===== config.mk =====
export PLATFORM = sky130hd
export DESIGN_NAME = lock_reset_ctrl
export DESIGN_NICKNAME = d
export VERILOG_FILES = /design/src/rtl/lock_reset_ctrl.sv
export SDC_FILE = /design/constraint.sdc
export NUM_CORES = 1
export LEC_CHECK = 0
export BUFFER_PORTS_ARGS = -buffer_cell sky130_fd_sc_hd__buf_2
export CORE_UTILIZATION = 58
export DETAILED_ROUTE_END_ITERATION = 7
export PLACE_DENSITY = 0.81
export RECOVER_POWER = 25
export SYNTH_ARGS = -nofsm -noshare
export SYNTH_HDL_FRONTEND = slang
export SYNTH_SLANG_ARGS = --single-unit

===== constraint.sdc =====
create_clock -name GL0 -period 3.4 [get_ports GL0]
set_clock_uncertainty 0.1 [all_clocks]
set_input_delay 0.34 -clock GL0 [delete_from_list [all_inputs] [get_ports GL0]]
set_output_delay 0.34 -clock GL0 [all_outputs]
set_load 0.03 [all_outputs]

===== src/rtl/lock_reset_ctrl.sv =====
// Fabric reset controller: filters the CCC LOCK flag, holds off, then releases FABRIC_RESET_N.
// Define LOCK_RST_LOSS_CNT_EN to implement the saturating LOCK_LOSS_CNT register.
module lock_reset_ctrl #(
  parameter int unsigned LOCK_FILTER = 16,
  parameter int unsigned HOLD_CYCLES = 256,
  parameter int unsigned CNT_WIDTH   = 16
) (
  input  logic       GL0,
  input  logic       POWER_ON_RESET_N,
  input  logic       LOCK,
  input  logic       CLR_STATUS,
  output logic       FABRIC_RESET_N,
  output logic       PLL_READY,
  output logic       LOCK_LOST,
  output logic [7:0] LOCK_LOSS_CNT
);

  localparam logic [CNT_WIDTH-1:0] FilterLast = CNT_WIDTH'(LOCK_FILTER - 1);
  localparam logic [CNT_WIDTH-1:0] HoldLast   = CNT_WIDTH'(HOLD_CYCLES - 1);

  typedef enum logic [1:0] {
    StWaitLock,
    StFilter,
    StHold,
    StRun
  } state_e;

  state_e               state_q, state_d;
  logic [CNT_WIDTH-1:0] cnt_q, cnt_d;
  logic                 lock_meta_q, lock_sync_q;
  logic                 fabric_rst_n_q, fabric_rst_n_d;
  logic                 pll_ready_q, pll_ready_d;
  logic                 lock_lost_q, lock_lost_d;
  logic                 loss_event;

  // LOCK is asynchronous to GL0; two flops before anything looks at it.
  always_ff @(posedge GL0) begin
    if (!POWER_ON_RESET_N) begin
      lock_meta_q <= 1'b0;
      lock_sync_q <= 1'b0;
    end else begin
      lock_meta_q <= LOCK;
      lock_sync_q <= lock_meta_q;
    end
  end

  always_comb begin
    state_d    = state_q;
    cnt_d      = cnt_q;
    loss_event = 1'b0;
    unique case (state_q)
      StWaitLock: begin
        cnt_d = '0;
        if (lock_sync_q) state_d = StFilter;
      end
      StFilter: begin
        if (!lock_sync_q) begin
          state_d = StWaitLock;
          cnt_d   = '0;
        end else if (cnt_q == FilterLast) begin
          state_d = StHold;
          cnt_d   = '0;
        end else begin
          cnt_d = cnt_q + 1'b1;
        end
      end
      StHold: begin
        // Dropping lock during hold-off is a failed bring-up, not a loss.
        if (!lock_sync_q) begin
          state_d = StWaitLock;
          cnt_d   = '0;
        end else if (cnt_q == HoldLast) begin
          state_d = StRun;
          cnt_d   = '0;
        end else begin
          cnt_d = cnt_q + 1'b1;
        end
      end
      StRun: begin
        cnt_d = '0;
        if (!lock_sync_q) begin
          state_d    = StWaitLock;
          loss_event = 1'b1;
        end
      end
    endcase
  end

  // Outputs come from the next state so they move on the same edge as the state register.
  always_comb begin
    fabric_rst_n_d = (state_d == StRun);
    pll_ready_d    = (state_d == StHold) || (state_d == StRun);
    lock_lost_d    = lock_lost_q;
    if (loss_event) begin
      lock_lost_d = 1'b1;
    end else if (CLR_STATUS) begin
      lock_lost_d = 1'b0;
    end
  end

  always_ff @(posedge GL0) begin
    if (!POWER_ON_RESET_N) begin
      state_q        <= StWaitLock;
      cnt_q          <= '0;
      fabric_rst_n_q <= 1'b0;
      pll_ready_q    <= 1'b0;
      lock_lost_q    <= 1'b0;
    end else begin
      state_q        <= state_d;
      cnt_q          <= cnt_d;
      fabric_rst_n_q <= fabric_rst_n_d;
      pll_ready_q    <= pll_ready_d;
      lock_lost_q    <= lock_lost_d;
    end
  end

`ifdef LOCK_RST_LOSS_CNT_EN
  logic [7:0] loss_cnt_q, loss_cnt_d;

  // A loss coinciding with a clear restarts the count at one.
  always_comb begin
    loss_cnt_d = loss_cnt_q;
    if (loss_event) begin
      if (CLR_STATUS) begin
        loss_cnt_d = 8'd1;
      end else if (loss_cnt_q != 8'hFF) begin
        loss_cnt_d = loss_cnt_q + 8'd1;
      end
    end else if (CLR_STATUS) begin
      loss_cnt_d = 8'd0;
    end
  end

  always_ff @(posedge GL0) begin
    if (!POWER_ON_RESET_N) begin
      loss_cnt_q <= 8'd0;
    end else begin
      loss_cnt_q <= loss_cnt_d;
    end
  end

  assign LOCK_LOSS_CNT = loss_cnt_q;
`else
  assign LOCK_LOSS_CNT = 8'd0;
`endif

  assign FABRIC_RESET_N = fabric_rst_n_q;
  assign PLL_READY      = pll_ready_q;
  assign LOCK_LOST      = lock_lost_q;

endmodule


==> flow_metrics.tcl <==
set metrics [dict create \
    cts_max_path_buffers 2 \
    ys_ff_latch 22 \
    clk-insertion-delay-late_ns 0.31 \
    drt-vias-per-instance 5.43 \
    report.final.hold_viol_count 0 \
    antenna_found_initial 0 \
    diodes 0 \
    finalSetupViolCount 0 \
    synth_cell_types 28 \
    powerDensity_nw_per_um2 445 \
    status "finished, final reports clean" \
    die_area_um2 1930 \
    yosysWarnings 0 \
    most-common-layout-cells "dfxtp_1 (22), nor2_1 (17), xnor2_1 (11)" \
    layout_min_cycle_time_ns 1.90 \
    drt_iter0_drc 20 \
    post_dp_cell_area_um2 1020 \
    fp.coreArea_um2 1580 \
    worstPathMaxFanout 16 \
    peakVddDrop_mv 0.280 \
    fmax_ghz 0.528 \
    rows 14 \
    track_usage_pct 22.2 \
    worstPathRequired_ns 3.49 \
    layout_commonest_cell "dfxtp_1" \
    chipHeight_um 43.9 \
    ctsResizeCount 0 \
    slew_viol_final 0 \
    instances_no_fill 134 \
    placedCellCount 130 \
    nets 124 \
    fp.dieW_um 43.9 \
    p_leak_nw 0.331 \
    routed_wl_um 1570 \
    first_pass_iters 6 \
    start_util_pct 64.5 \
    syn_avg_cell_area_um2 9.16 \
    grt_pass1_vias 710 \
    rsz0062_at_grt "false" \
    num_vias 727 \
    synth_area_um2 1020 \
    area_growth_pct 4.67 \
    cts_tree "yes" \
    port_buffers 6 \
    path_clk_slew_ns 0.12 \
    grt_max_degree 17 \
    cap_violations 0 \
    htreeDepth 1 \
    tns_ns 0 \
    cp-end-kind "register" \
    postCtsSetupBuffers 0 \
    setup_slack_ns 1.50 \
    pin_count 15 \
    crit_arrival_ns 1.99 \
    synth-seq-area-share_pct 43.3 \
    grt_pass1_wl_um 3090 \
    final_area_um2 1060 \
    grt.overflow.total 0 \
    hold_path_class "input pin to register" \
    drive_above_1_share_pct 9.32 \
    cts_hold_buf 0 \
    syn_inst 111 \
    ant_nets 0 \
    pre_cts_slack_ns 1.51 \
    clock_sinks 22 \
    fin_hold_ws_ns 0.120 \
    fin_crit_sh_pct 55.7 \
    clockRootBuffer "clkbuf_4" \
    drc 0 \
    numCtsBuffers 3 \
    start_kind "register" \
    routabilityCongestion 0.733 \
    wl_per_cell_um 11.7 \
    post-dp-hpwl_um 1150 \
    crit_type "register to register" \
]
==> critical path, cell delays in order (launching register included) <==
cell and delay, ns:
dfxtp_1 0.39, ha_1 0.22, and3_1 0.28, a41oi_2 0.21, a22oi_4 0.48, a21oi_1 0.09
==> per-layer routing <==
| layer | wire, µm | track usage [%] |
|---|---|---|
| met1 | 767 | 27.8 |
| met2 | 701 | 33.1 |
| met3 | 67 | 7.92 |
| met4 | 35 | 12.1 |
| met5 | 0 | 0 |
==> logic make-up after synthesis <==
family,Yosys count,synth area share (%)
other,1,0.369
xor gates and xnor gates,13,11.2
adders and majority gates,1,1.23
and+or+nand+nor,52,27.6
buffers and inverters,15,9.35
AOI/OAI and AO/OA,7,7.01
DFF,22,43.3
==> final timing paths <==
check | start | end | slack (ns) | cells after the start
max | cnt_q[0] | cnt_q[8] | 1.50 | 5
min | LOCK | lock_meta_q | 0.12 | 2
max reg2reg | cnt_q[0] | cnt_q[8] | 1.50 | 5
min reg2reg | lock_meta_q | lock_sync_q | 0.36 | 1
==> metrics by stage <==
step	utilization, %	power, mW
after floorplan	-	0.286
after global placement	64.5	0.282
after detailed placement	64.5	0.282
after CTS	67.9	0.476
after global routing	67.5	0.487
final	67.5	0.474
==> Yosys cell counts (all sizes together) <==
master | instances | share of area, %
dfxtp | 22 | 43
nor2 | 17 | 6.3
xnor2 | 11 | 9.5
buf | 10 | 7.5
nand3 | 7 | 3.4
nor3 | 6 | 3.0
nor4 | 6 | 5.8
inv | 5 | 1.8
nand2 | 4 | 1.5
nand4 | 4 | 2.5
and2 | 3 | 1.8
and3 | 2 | 1.2
nor2b | 2 | 1.2
xor2 | 2 | 1.7
a211oi | 1 | 0.74
a21oi | 1 | 0.49
a22oi | 1 | 2.1
a41oi | 1 | 1.6
and4 | 1 | 0.86
conb | 1 | 0.37
ha | 1 | 1.2
o21ai | 1 | 0.49
o21ba | 1 | 0.98
o22ai | 1 | 0.62
==> state kept, by name (all words and copies together), names as in the netlist <==
register / flops
lock_sync_q: 1
FABRIC_RESET_N: 1
lock_meta_q: 1
LOCK_LOST: 1
cnt_q: 16
state_q: 2
==> report_power, final <==
part	leakage (nW)	total [mW]	internal [mW]	switching [mW]
Sequential	0.178	0.260	0.259	0.000878
Clock	0.0279	0.198	0.119	0.0789
Combinational	0.125	0.0160	0.00218	0.0138
==> cell type report <==
cell class / count / area, µm²
Inverter: 5 / 18.8
Multi-Input combinational cell: 81 / 508
Clock inverter: 1 / 30.0
Clock buffer: 3 / 22.5
Tap cell: 16 / 20.0
Timing Repair Buffer: 6 / 25.0
Sequential cell: 22 / 440
Fill cell: 133 / 512
Note: power is estimated with default switching activity, not from simulation.
